### config.mk
export PLATFORM = sky130hd
export DESIGN_NAME = mem_access_stage
export DESIGN_NICKNAME = d
export VERILOG_FILES = /design/src/rtl/mem_access_stage_pkg.sv /design/src/rtl/mem_access_stage_dmem_timeout_ctr.sv /design/src/rtl/mem_access_stage.sv
export SDC_FILE = /design/constraint.sdc
export NUM_CORES = 1
export LEC_CHECK = 0
export CAP_MARGIN = 10
export CORE_MARGIN = 2
export CORE_UTILIZATION = 37
export DETAILED_ROUTE_END_ITERATION = 8
export PLACE_DENSITY = 0.76
export SYNTH_ARGS = -nofsm -noshare
export SYNTH_HDL_FRONTEND = slang
export SYNTH_SLANG_ARGS = --single-unit
### constraint.sdc
create_clock -name i_clk -period 1.5 [get_ports i_clk]
set_input_delay 0.225 -clock i_clk [delete_from_list [all_inputs] [get_ports i_clk]]
set_output_delay 0.225 -clock i_clk [all_outputs]
set_load 0.05 [all_outputs]
### src/rtl/mem_access_stage_pkg.sv
// Shared definitions for the MEM stage: default widths, FSM state encoding and
// small decode helpers used by the stage and its timeout counter.
package mem_access_stage_pkg;

    // Default data/address width of the pipeline.
    localparam int unsigned DSIZE_DEF   = 16;
    // Default register-file index width.
    localparam int unsigned RSIZE_DEF   = 4;
    // Default number of BUSY cycles allowed before an access is aborted.
    localparam int unsigned TIMEOUT_DEF = 15;

    // MEM-stage FSM: idle/accepting, or waiting on data memory.
    typedef enum logic {
        MEM_IDLE = 1'b0,
        MEM_BUSY = 1'b1
    } mem_state_e;

    // Any load or store needs the data-memory handshake.
    function automatic logic is_mem_op(input logic mem_read, input logic mem_write);
        return mem_read | mem_write;
    endfunction

    // A load wins when both flags are set, so only a pure store writes memory.
    function automatic logic is_store(input logic mem_read, input logic mem_write);
        return mem_write & ~mem_read;
    endfunction

endpackage

### src/rtl/mem_access_stage_dmem_timeout_ctr.sv
// Timeout counter for outstanding data-memory accesses.
// Only instantiated when DMEM_TIMEOUT_EN is defined.
module dmem_timeout_ctr #(
    parameter int unsigned TIMEOUT = 15
) (
    input  logic i_clk,
    input  logic i_rst,
    input  logic i_clear,
    input  logic i_inc,
    output logic o_expired
);

    localparam int unsigned CW = $clog2(TIMEOUT + 1);

    logic [CW-1:0] r_count;

    // Count BUSY cycles that end without an ack; clear when a new access starts.
    always_ff @(posedge i_clk) begin
        if (i_rst || i_clear) begin
            r_count <= '0;
        end else if (i_inc && (r_count != CW'(TIMEOUT))) begin
            r_count <= r_count + 1'b1;
        end
    end

    // Expired in the cycle whose missing ack would take the count to TIMEOUT,
    // so the abort lands on the edge after exactly TIMEOUT BUSY cycles.
    assign o_expired = (r_count == CW'(TIMEOUT - 1));

endmodule

### src/rtl/mem_access_stage.sv
// MEM stage of the 16-bit pipeline. Non-memory results pass to writeback with
// one cycle of latency; loads/stores run a req/ack handshake with data memory
// while stalling upstream. Optional access timeout: define DMEM_TIMEOUT_EN.
module mem_access_stage
    import mem_access_stage_pkg::*;
#(
    parameter int unsigned DSIZE   = DSIZE_DEF,
    parameter int unsigned RSIZE   = RSIZE_DEF,
    parameter int unsigned TIMEOUT = TIMEOUT_DEF
) (
    input  logic             i_clk,
    input  logic             i_rst,
    // EX-stage result
    input  logic             i_in_valid,
    input  logic [DSIZE-1:0] i_alu_out,
    input  logic [DSIZE-1:0] i_st_data,
    input  logic             i_mem_read,
    input  logic             i_mem_write,
    input  logic             i_reg_write,
    input  logic [RSIZE-1:0] i_rd,
    output logic             o_stall,
    // Data memory
    output logic             o_dmem_req,
    output logic             o_dmem_we,
    output logic [DSIZE-1:0] o_dmem_addr,
    output logic [DSIZE-1:0] o_dmem_wdata,
    input  logic             i_dmem_ack,
    input  logic [DSIZE-1:0] i_dmem_rdata,
    // Writeback
    output logic             o_wb_valid,
    output logic             o_wb_we,
    output logic [RSIZE-1:0] o_wb_rd,
    output logic [DSIZE-1:0] o_wb_data,
    output logic             o_err
);

    mem_state_e       r_state;
    logic             r_dmem_req;
    logic             r_dmem_we;
    logic [DSIZE-1:0] r_dmem_addr;
    logic [DSIZE-1:0] r_dmem_wdata;
    logic [RSIZE-1:0] r_rd;
    logic             r_reg_write;
    logic             r_wb_valid;
    logic             r_wb_we;
    logic [RSIZE-1:0] r_wb_rd;
    logic [DSIZE-1:0] r_wb_data;

    logic w_busy;
    logic w_mem_op;
    logic w_start;
    logic w_abort;

    assign w_busy   = (r_state == MEM_BUSY);
    assign w_mem_op = is_mem_op(i_mem_read, i_mem_write);
    // A memory access is accepted only from IDLE; BUSY ignores in_valid.
    assign w_start  = ~w_busy & i_in_valid & w_mem_op;

`ifdef DMEM_TIMEOUT_EN
    logic w_expired;
    logic r_err;

    dmem_timeout_ctr #(
        .TIMEOUT (TIMEOUT)
    ) u_timeout_ctr (
        .i_clk     (i_clk),
        .i_rst     (i_rst),
        .i_clear   (w_start),
        .i_inc     (w_busy & ~i_dmem_ack),
        .o_expired (w_expired)
    );

    // An ack in the expiry cycle wins, so the abort requires no ack.
    assign w_abort = w_busy & ~i_dmem_ack & w_expired;

    // One-cycle error pulse accompanying the aborted writeback.
    always_ff @(posedge i_clk) begin
        if (i_rst) begin
            r_err <= 1'b0;
        end else begin
            r_err <= w_abort;
        end
    end

    assign o_err = r_err;
`else
    logic w_unused_timeout;

    assign w_unused_timeout = ^TIMEOUT;
    assign w_abort          = 1'b0;
    assign o_err            = 1'b0;
`endif

    // Stage FSM with registered memory-request and writeback outputs.
    always_ff @(posedge i_clk) begin
        if (i_rst) begin
            r_state      <= MEM_IDLE;
            r_dmem_req   <= 1'b0;
            r_dmem_we    <= 1'b0;
            r_dmem_addr  <= '0;
            r_dmem_wdata <= '0;
            r_rd         <= '0;
            r_reg_write  <= 1'b0;
            r_wb_valid   <= 1'b0;
            r_wb_we      <= 1'b0;
            r_wb_rd      <= '0;
            r_wb_data    <= '0;
        end else begin
            // Writeback is a single-cycle pulse unless set below.
            r_wb_valid <= 1'b0;
            case (r_state)
                MEM_IDLE: begin
                    if (i_in_valid) begin
                        if (w_mem_op) begin
                            // Latch the whole access; it is held until ack.
                            r_dmem_req   <= 1'b1;
                            r_dmem_we    <= is_store(i_mem_read, i_mem_write);
                            r_dmem_addr  <= i_alu_out;
                            r_dmem_wdata <= i_st_data;
                            r_rd         <= i_rd;
                            r_reg_write  <= i_reg_write;
                            r_state      <= MEM_BUSY;
                        end else begin
                            r_wb_valid <= 1'b1;
                            r_wb_we    <= i_reg_write;
                            r_wb_rd    <= i_rd;
                            r_wb_data  <= i_alu_out;
                        end
                    end
                end
                MEM_BUSY: begin
                    if (i_dmem_ack) begin
                        r_dmem_req <= 1'b0;
                        r_wb_valid <= 1'b1;
                        r_wb_rd    <= r_rd;
                        if (r_dmem_we) begin
                            // Stores never write the register file.
                            r_wb_we   <= 1'b0;
                            r_wb_data <= '0;
                        end else begin
                            r_wb_we   <= r_reg_write;
                            r_wb_data <= i_dmem_rdata;
                        end
                        r_state <= MEM_IDLE;
                    end else if (w_abort) begin
                        r_dmem_req <= 1'b0;
                        r_wb_valid <= 1'b1;
                        r_wb_we    <= 1'b0;
                        r_wb_rd    <= r_rd;
                        r_wb_data  <= '0;
                        r_state    <= MEM_IDLE;
                    end
                end
                default: begin
                    r_state <= MEM_IDLE;
                end
            endcase
        end
    end

    // Stall covers every BUSY cycle, including the ack cycle.
    assign o_stall      = w_busy;
    assign o_dmem_req   = r_dmem_req;
    assign o_dmem_we    = r_dmem_we;
    assign o_dmem_addr  = r_dmem_addr;
    assign o_dmem_wdata = r_dmem_wdata;
    assign o_wb_valid   = r_wb_valid;
    assign o_wb_we      = r_wb_we;
    assign o_wb_rd      = r_wb_rd;
    assign o_wb_data    = r_wb_data;

endmodule

==> results of run 1 <==
report_power, final:
part / internal, mW / leakage (nW) / switching, mW
Combinational: 0.466 / 1.01 / 0.721
Clock: 0.769 / 0.0957 / 0.669
Sequential: 1.76 / 0.510 / 0.0623
Total: 3.00 / 1.61 / 1.45
sequential cells by signal, indices dropped and copies added, names as in the netlist:
register / flops
r_rd: 4
r_reg_write: 1
o_wb_we: 1
o_wb_rd: 4
o_dmem_req: 1
o_wb_data: 16
o_wb_valid: 1
o_stall: 1
o_dmem_wdata: 16
o_dmem_we: 1
o_dmem_addr: 16
layout make-up:
class                      instances  area share
clock inverter                     7      0.0181
multi-input combinational        177       0.274
inverter                          21      0.0193
timing repair buffer             148       0.329
clock buffer                       9      0.0303
tap                               80      0.0245
sequential                        62       0.305
through the flow:
| stage | worst slack, ps | cell area [um2] |
|---|---|---|
| floorplan | -96.8 | 2580 |
| global placement | -499 | 3830 |
| detailed placement | -554 | 3830 |
| CTS | -108 | 4060 |
| global route | -163 | 4080 |
| finish | -79.2 | 4080 |
layer usage:
metal	global-route usage	wire length, um	vias up
met5	0	0	-
met4	0.0852	130	0
met3	0.0448	625	15
met2	0.369	4130	136
met1	0.287	3420	1295
li1	-	-	1327
cells in the final DEF, fill, tap and decap left out, types with 2 or more instances in the layout:
cell type and n:
nand2_1 3, a222oi_1 16, buf_2 2, clkinvlp_4 2, a21oi_1 42, dfxtp_1 61
clkbuf_8 9, and2_1 4, a211oi_2 5, o21ai_0 37, buf_12 7, a221oi_2 4
clkdlybuf4s50_1 54, buf_4 80, a211oi_1 16, inv_1 21, dlygate4sd2_1 3, clkinv_4 2
nand2b_1 2, nand3_1 37
logic make-up after synthesis:
kind of cell           synth area share
AO/OA/AOI/OAI                     0.300
buffers and inverters            0.0921
flip-flops                        0.491
other                           0.00148
AND/OR/NAND/NOR                   0.115
critical path, delay by kind of cell, from the launching register on:
family                 cells  cell delay [ps]
buffers and inverters      2              300
flip-flops                 1              350
AND/OR/NAND/NOR            1              540
AO/OA/AOI/OAI              2              280
how the worst min path moves through the flow:
stage                               startpoint                         end  slack, ps
finish                                   i_rst        r_rd[3]$_SDFFE_PP0P_        300
global route                             i_rst        r_rd[3]$_SDFFE_PP0P_        290
CTS                                      i_rst        r_rd[3]$_SDFFE_PP0P_        280
detailed placement  o_wb_data[14]$_SDFFE_PP0P_  o_wb_data[14]$_SDFFE_PP0P_        450
global placement     o_wb_data[5]$_SDFFE_PP0P_   o_wb_data[5]$_SDFFE_PP0P_        450
floorplan                           i_mem_read      o_dmem_we$_SDFFE_PP0P_        320
what timing repair did:
item                                    CTS  global route
pin swaps                                 2             3
resized for setup                         9             3
setup buffers                             1             1
endpoints found under the setup margin   21            21
gates cloned                              1             0
endpoints found under the hold margin     0             0
==> reports/qor.yml, run 1 <==
clk_latency_ps: 330
postCtsHoldBufs: 0
cp_max_fo: 9
synth_edf_count: 0
leakage_nw: 1.61
max_freq_mhz: 633
fp.dieH_um: 86.6
wl_per_cell_um: 16.5
fill_cells: 582
holdWs_ps: 296
yosysMostFrequentCell: "dfxtp_1"
multi_input_area_um2: 1120
hold_path_class: "in2reg"
drtAntennaViolNets: 0
place.gp.congestion: 0.836
hold_viol: 0
io_pins: 117
first_pass_iters: 5
regArea_um2: 1240
clockRootBuffer: "clkbuf_8"
endpoint: "o_wb_rd[1]$_SDFFE_PP0P_"
yosysTopAreaCell: "dfxtp_1"
cpMaxStageDelayCell: "or4b_4"
status: "finished with violations"
clk_pin_slew_ps: 70
final_layout_size_suffix_gt1_frac: 0.290
rsz0062_at_grt: "yes"
p_total_mw: 4.45
overflow: 0
timing.rr.end: "o_wb_rd[1]$_SDFFE_PP0P_"
required_ps: 1720
maxCapViolations: 0
holdPathStages: 2
viasPerCell: 5.50
yosys-top-cells-area: "dfxtp_1 49%, a21oi_1 8.3%, nand3_1 7.3%, o21ai_0 7.3%, a222oi_1 6.3%"
ir_worst_vdd_uv: 637
htreeDepth: 3
final_cells: 504
syn_avg_cell_area_um2: 8.56
io_buffers: 115
violations: "negative setup slack"
setup_viol: 16
worstSetupPathType: "reg2reg"
cts_buffers: 9
crit_chain: "or4b_4, buf_8, buf_4, a221oi_2, a211oi_1"
cpPeakStageDelay_ps: 540
synth_cell_type_count: 23
wirelength_um: 8310
synthToLayoutAreaGrowth_pct: 61.7
ys.flop_type: "dfxtp_1"
coreArea_um2: 6680
post-dp-hpwl_um: 5950
cts_tree: "yes"
grt_first_pass_wirelength_um: 13300
grt_antenna_before_repair: 0
remaining_drc_errors: 0
cp-startpoint: "o_stall$_SDFF_PP0_"
rows: 30
dieArea_um2: 7500
reg2reg_depth: 5
worstReg2RegStart: "o_stall$_SDFF_PP0_"
finClkSkew_ps: 5.69
start_util: 0.378
diodes: 0
grt_pass1_vias: 2652
ys_async_sr_fraction: 0
cp-start-kind: "flop"
syn_inst: 295
fp.dieW_um: 86.6
timing.final.ws_setup_ps: -79.2
period_needed_ps: 1580
worst_setup_path_end_kind: "flop"
syn-num-nets: 354
crit_arrival_ps: 1790
grtUsageTotal: 0.223
synth_top_area_frac: 0.491
drt_iter0_markers: 244
powerDensity_nw_per_um2: 1090
vias: 2773
synth_common_cells: "62 x dfxtp_1, 42 x a21oi_1, 37 x nand3_1, 37 x o21ai_0, 27 x clkbuf_1"
synth_area_um2: 2530
grt_max_degree: 30
rrSetupSlack_ps: -80
yosysWarnings: 0
layout.nets: 478
synth_seq_cells: 62
timing.final.crit_share: 1.05
final_util: 0.611
clockBufferDepth: 2
timing.setup.tns_ps: -613
dp_cells: 485
ys_seq_area_frac: 0.491
slew_violations: 0
cts.sinks: 62
No activity file was read; power rests on OpenSTA's default activity.
==> inputs of run 2 (changes only) <==
--- a/config.mk
+++ b/config.mk
@@ -10,6 +10,7 @@
 export CORE_UTILIZATION = 37
 export DETAILED_ROUTE_END_ITERATION = 8
 export PLACE_DENSITY = 0.76
+export SKIP_CTS_REPAIR_TIMING = 1
 export SYNTH_ARGS = -nofsm -noshare
 export SYNTH_HDL_FRONTEND = slang
 export SYNTH_SLANG_ARGS = --single-unit
==> reports/qor.yml, run 2 (synthesis results as in run 1) <==
period_needed_ps: 1660  # was 1580 ps
hold_start: "i_mem_read"  # was i_rst
grt_antenna_before_repair: 0  # unchanged
clockBufferDepth: 2  # unchanged
fill_cells: 576  # was 582
cp-startpoint: "o_stall$_SDFF_PP0_"  # unchanged
htreeDepth: 3  # unchanged
coreArea_um2: 6680  # unchanged
timing.final.ws_setup_ps: -157  # was -79.2 ps
viasPerCell: 5.59  # was 5.50
drtAntennaViolNets: 0  # unchanged
timing.final.crit_share: 1.10  # was 1.05
hold_path_end: "o_dmem_we$_SDFFE_PP0P_"  # was r_rd[3]$_SDFFE_PP0P_
required_ps: 1710  # was 1720 ps
path_buf_inv: 2  # unchanged
worst_setup_path_end_kind: "flop"  # unchanged
grt_pass1_vias: 2646  # was 2652
finClkSkew_ps: 5.55  # was 5.69 ps
fp.dieW_um: 86.6  # unchanged
layout_common_cells: "82 x buf_4, 61 x dfxtp_1, 54 x clkdlybuf4s50_1"  # was 80 x buf_4, 61 x dfxtp_1, 54 x clkdlybuf4s50_1
cp_top_family: "simple AND/OR/NAND/NOR gates"  # unchanged
pre_cts_slack_ps: -554  # unchanged
clk_pin_slew_ps: 70  # about the same
slew_violations: 0  # unchanged
timing.rr.end: "o_wb_rd[2]$_SDFFE_PP0P_"  # was o_wb_rd[1]$_SDFFE_PP0P_
setup_viol: 18  # was 16
io_buffers: 115  # unchanged
clockRootBuffer: "clkbuf_8"  # unchanged
cts.sinks: 62  # unchanged
start_util: 0.378  # unchanged
cpPeakStageDelay_ps: 540  # about the same
layout.nets: 480  # was 478
cp-start-kind: "flop"  # unchanged
wl_per_cell_um: 16.8  # was 16.5 um
first_pass_iters: 5  # unchanged
max_freq_mhz: 604  # was 633 MHz
diodes: 0  # unchanged
p_total_mw: 4.45  # about the same
overflow: 0  # unchanged
synthToLayoutAreaGrowth_pct: 62.3  # was 61.7%
crit_chain: "or4b_4, buf_8, buf_4, a221oi_2, a211oi_1"  # unchanged
hold_path_class: "in2reg"  # unchanged
rsz0062_at_grt: "yes"  # unchanged
cp_max_fo: 9  # unchanged
rows: 30  # unchanged
leakage_nw: 1.64  # was 1.61 nW
powerDensity_nw_per_um2: 1090  # about the same
crit_arrival_ps: 1870  # was 1790 ps
grt_max_degree: 30  # unchanged
cts_buffers: 9  # unchanged
ir_worst_vdd_uv: 633  # was 637 uV
hold_viol: 0  # unchanged
fp.dieH_um: 86.6  # unchanged
reg2reg_depth: 5  # unchanged
status: "finished with violations"  # unchanged
dieArea_um2: 7500  # unchanged
wirelength_um: 8480  # was 8310 um
cpMaxStageDelayCell: "or4b_4"  # unchanged
grt_first_pass_wirelength_um: 13200  # was 13300 um
worstReg2RegStart: "o_stall$_SDFF_PP0_"  # unchanged
final_layout_size_suffix_gt1_frac: 0.289  # was 0.290
worstSetupPathType: "reg2reg"  # unchanged
clk_latency_ps: 330  # about the same
remaining_drc_errors: 0  # unchanged
violations: "negative setup slack"  # unchanged
drt_iter0_markers: 237  # was 244
place.gp.congestion: 0.836  # unchanged
holdPathStages: 3  # was 2
io_pins: 117  # unchanged
cts_tree: "yes"  # unchanged
vias: 2828  # was 2773
post-dp-hpwl_um: 5950  # unchanged
maxCapViolations: 0  # unchanged
final_common_cell: "buf_4"  # unchanged
rrSetupSlack_ps: -160  # was -80 ps
grtUsageTotal: 0.223  # about the same
## run 2: changes by cell type in the layout (fill, tap and decap cells not counted)
cell and change:
dlymetal6s2s_1 +3, dlygate4sd2_1 -3, buf_4 +2, a211oi_1 +2, a211oi_2 -2
## run 2: worst register-to-register path, delay by kind of cell (launching register included)
family                 cells  cell delay, ps
buffers and inverters      2             300
AND/OR/NAND/NOR            1             540
AO/OA/AOI/OAI              2             340
flip-flops                 1             350
## run 2: stage by stage
step	cells	hold slack [ps]	utilization	setup TNS (ps)	instance area [um2]
4_1_cts	501	274	0.603	-2800	4030
3_5_place_dp	485	446	0.573	-14850	3830
6_report	506	260	0.614	-990	4100
3_3_place_gp	485	447	0.573	-12650	3830
5_1_grt	506	262	0.614	-2140	4100
2_1_floorplan	295	322	-	-1700	2580
## run 2: worst max path at each step
stage | end | cells after the start
after CTS | o_wb_data[14]$_SDFFE_PP0P_ | 5
after detailed placement | o_wb_data[14]$_SDFFE_PP0P_ | 5
after floorplan | o_wb_data[11]$_SDFFE_PP0P_ | 5
after global routing | o_wb_rd[2]$_SDFFE_PP0P_ | 5
after global placement | o_wb_data[14]$_SDFFE_PP0P_ | 5
final | o_wb_rd[2]$_SDFFE_PP0P_ | 5
## run 2: area by class of cell
cell class,instances,area [um2],area share
inverters,21,78.8,0.0192
clock buffers,9,124,0.0302
clock inverters,7,73.8,0.0180
multi-input cells,177,1110,0.270
well taps,80,100,0.0244
repair buffers,150,1370,0.334
flip-flops and latches,62,1240,0.304
## run 2: where the power goes
group / total [mW] / internal, mW / switching [mW]
Clock: 1.44 / 0.769 / 0.671
Sequential: 1.82 / 1.76 / 0.0630
Combinational: 1.19 / 0.469 / 0.723
## run 2: metal layers
metal,vias up,track usage,wire (um)
li1,1331,-,-
met1,1357,0.289,3490
met2,123,0.365,4270
met3,17,0.0467,574
met4,0,0.0838,149
met5,-,0,0
==> inputs of run 3 (changes only) <==
--- a/config.mk
+++ b/config.mk
@@ -10,6 +10,7 @@
 export CORE_UTILIZATION = 37
 export DETAILED_ROUTE_END_ITERATION = 8
 export PLACE_DENSITY = 0.76
+export RECOVER_POWER = 100
 export SKIP_CTS_REPAIR_TIMING = 1
 export SYNTH_ARGS = -nofsm -noshare
 export SYNTH_HDL_FRONTEND = slang
==> reports/qor.yml, run 3 (synthesis results as in run 1) <==
hold_viol: 0  # unchanged
swShare: 0.331  # was 0.327
internal_power_mw: 2.93  # was 3.00 mW
slew_violations: 0  # unchanged
io_buffers: 115  # unchanged
drtAntennaViolNets: 0  # unchanged
status: "finished with violations"  # unchanged
cts.sinks: 62  # unchanged
violations: "negative setup slack"  # unchanged
dieArea_um2: 7500  # unchanged
fill_cells: 615  # was 576
path_buf_inv: 2  # unchanged
cp_max_fo: 9  # unchanged
rows: 30  # unchanged
worstMarginPinSlew_ps: 593
layout_common_cells: "61 x dfxtp_1, 54 x clkdlybuf4s50_1, 54 x clkbuf_2"  # was 82 x buf_4, 61 x dfxtp_1, 54 x clkdlybuf4s50_1
drt_iter0_markers: 241  # was 237
pwr-share-seq: 0.416  # was 0.409
clkPwrFrac: 0.328  # was 0.323
timing.final.crit_share: 1.11  # was 1.10
holdWs_ps: 264  # was 260 ps
final_common_cell: "dfxtp_1"  # was buf_4
max_freq_mhz: 600  # was 604 MHz
timing.final.ws_setup_ps: -166  # was -157 ps
fp.dieW_um: 86.6  # unchanged
cp-start-kind: "flop"  # unchanged
worst_setup_path_end_kind: "flop"  # unchanged
worstSetupPathType: "reg2reg"  # unchanged
cts_buffers: 9  # unchanged
wirelength_um: 8490  # was 8480 um
overflow: 0  # unchanged
postPlaceCellArea_um2: 3830  # unchanged
slew_headroom: 0.606
post-dp-hpwl_um: 5950  # unchanged
grt_pass1_vias: 2646  # unchanged
rsz0062_at_grt: "yes"  # unchanged
start_util: 0.378  # unchanged
remaining_drc_errors: 0  # unchanged
grtUsageTotal: 0.223  # unchanged
grt_max_degree: 30  # unchanged
synthToLayoutAreaGrowth_pct: 55.9  # was 62.3%
maxCapViolations: 0  # unchanged
power_frac_comb: 0.256  # was 0.267
viasPerCell: 5.55  # was 5.59
layout.nets: 480  # unchanged
crit_arrival_ps: 1870  # about the same
grt_first_pass_wirelength_um: 13200  # unchanged
cpPeakStageDelay_ps: 540  # about the same
clockBufferDepth: 2  # unchanged
place.gp.congestion: 0.836  # unchanged
final_layout_size_suffix_gt1_frac: 0.282  # was 0.289
setup_viol: 37  # was 18
period_needed_ps: 1670  # was 1660 ps
leakage_nw: 1.58  # was 1.64 nW
fin_area_um2: 3940  # was 4100 um2
vias: 2806  # was 2828
first_pass_iters: 8  # was 5
coreArea_um2: 6680  # unchanged
cp_top_family: "simple AND/OR/NAND/NOR gates"  # unchanged
clk_pin_slew_ps: 70  # about the same
cpMaxStageDelayCell: "or4b_4"  # unchanged
clk_latency_ps: 330  # about the same
htreeDepth: 3  # unchanged
switchingPower_mw: 1.45  # was 1.46 mW
diodes: 0  # unchanged
finClkSkew_ps: 5.43  # was 5.55 ps
io_pins: 117  # unchanged
wl_per_cell_um: 16.8  # about the same
ir_worst_vdd_uv: 635  # was 633 uV
clockRootBuffer: "clkbuf_8"  # unchanged
hold_path_class: "in2reg"  # unchanged
cts_tree: "yes"  # unchanged
crit_chain: "or4b_4, buf_8, buf_4, a221oi_2, a211oi_1"  # unchanged
fp.dieH_um: 86.6  # unchanged
grt_antenna_before_repair: 0  # unchanged
required_ps: 1710  # about the same
powerDensity_nw_per_um2: 1110  # was 1090 nW/um2
## run 3: changes by cell type in the layout (fill, tap and decap cells not counted), sizes merged
cell,delta
buf,-56
clkbuf,+56
## run 3: worst paths after layout
path | from | to | slack [ps] | cells past startpoint
setup / recovery | o_stall$_SDFF_PP0_ | o_wb_rd[2]$_SDFFE_PP0P_ | -170 | 5
hold / removal | i_mem_read | o_dmem_we$_SDFFE_PP0P_ | 260 | 3
setup reg to reg | o_stall$_SDFF_PP0_ | o_wb_rd[2]$_SDFFE_PP0P_ | -170 | 5
hold reg to reg | o_wb_data[8]$_SDFFE_PP0P_ | o_wb_data[8]$_SDFFE_PP0P_ | 460 | 2
## run 3: power by group through the flow
stage | combinational (mW) | sequential (mW) | clock, mW
after global placement | 1.15 | 1.86 | 0
final | 1.12 | 1.82 | 1.44
after floorplan | 0.313 | 2.21 | 0
after detailed placement | 1.17 | 1.86 | 0
after global routing | 1.19 | 1.83 | 1.55
after CTS | 1.18 | 1.82 | 1.47
## run 3: worst register-to-register path, cell delays in order, from the launching register on
cell and delay, ps:
dfxtp_4 350, or4b_4 540, buf_8 170, buf_4 130
a221oi_2 270, a211oi_1 80
## run 3: metal layers
metal,track usage,wire length [um]
met1,0.289,3540
met2,0.365,4280
met3,0.0467,551
met4,0.0838,123
met5,0,0
## run 3: through the flow
stage	util	power, mW	TNS, ps	worst slack, ps	cells
floorplan	-	2.53	-1700	-96.8	295
global placement	0.573	3.01	-12650	-499	485
detailed placement	0.573	3.03	-14850	-554	485
CTS	0.603	4.47	-2800	-205	501
global route	0.589	4.57	-5870	-211	506
finish	0.589	4.38	-1320	-166	506
## run 3: final cells by class
class                           count  area (um2)  share of cell area
Sequential cell                    62        1240               0.316
Tap cell                           80         100              0.0254
Clock buffer                        9         124              0.0315
Inverter                           21        78.8              0.0200
Timing Repair Buffer              150        1210               0.309
Multi-Input combinational cell    177        1100               0.280
Clock inverter                      7        73.8              0.0187
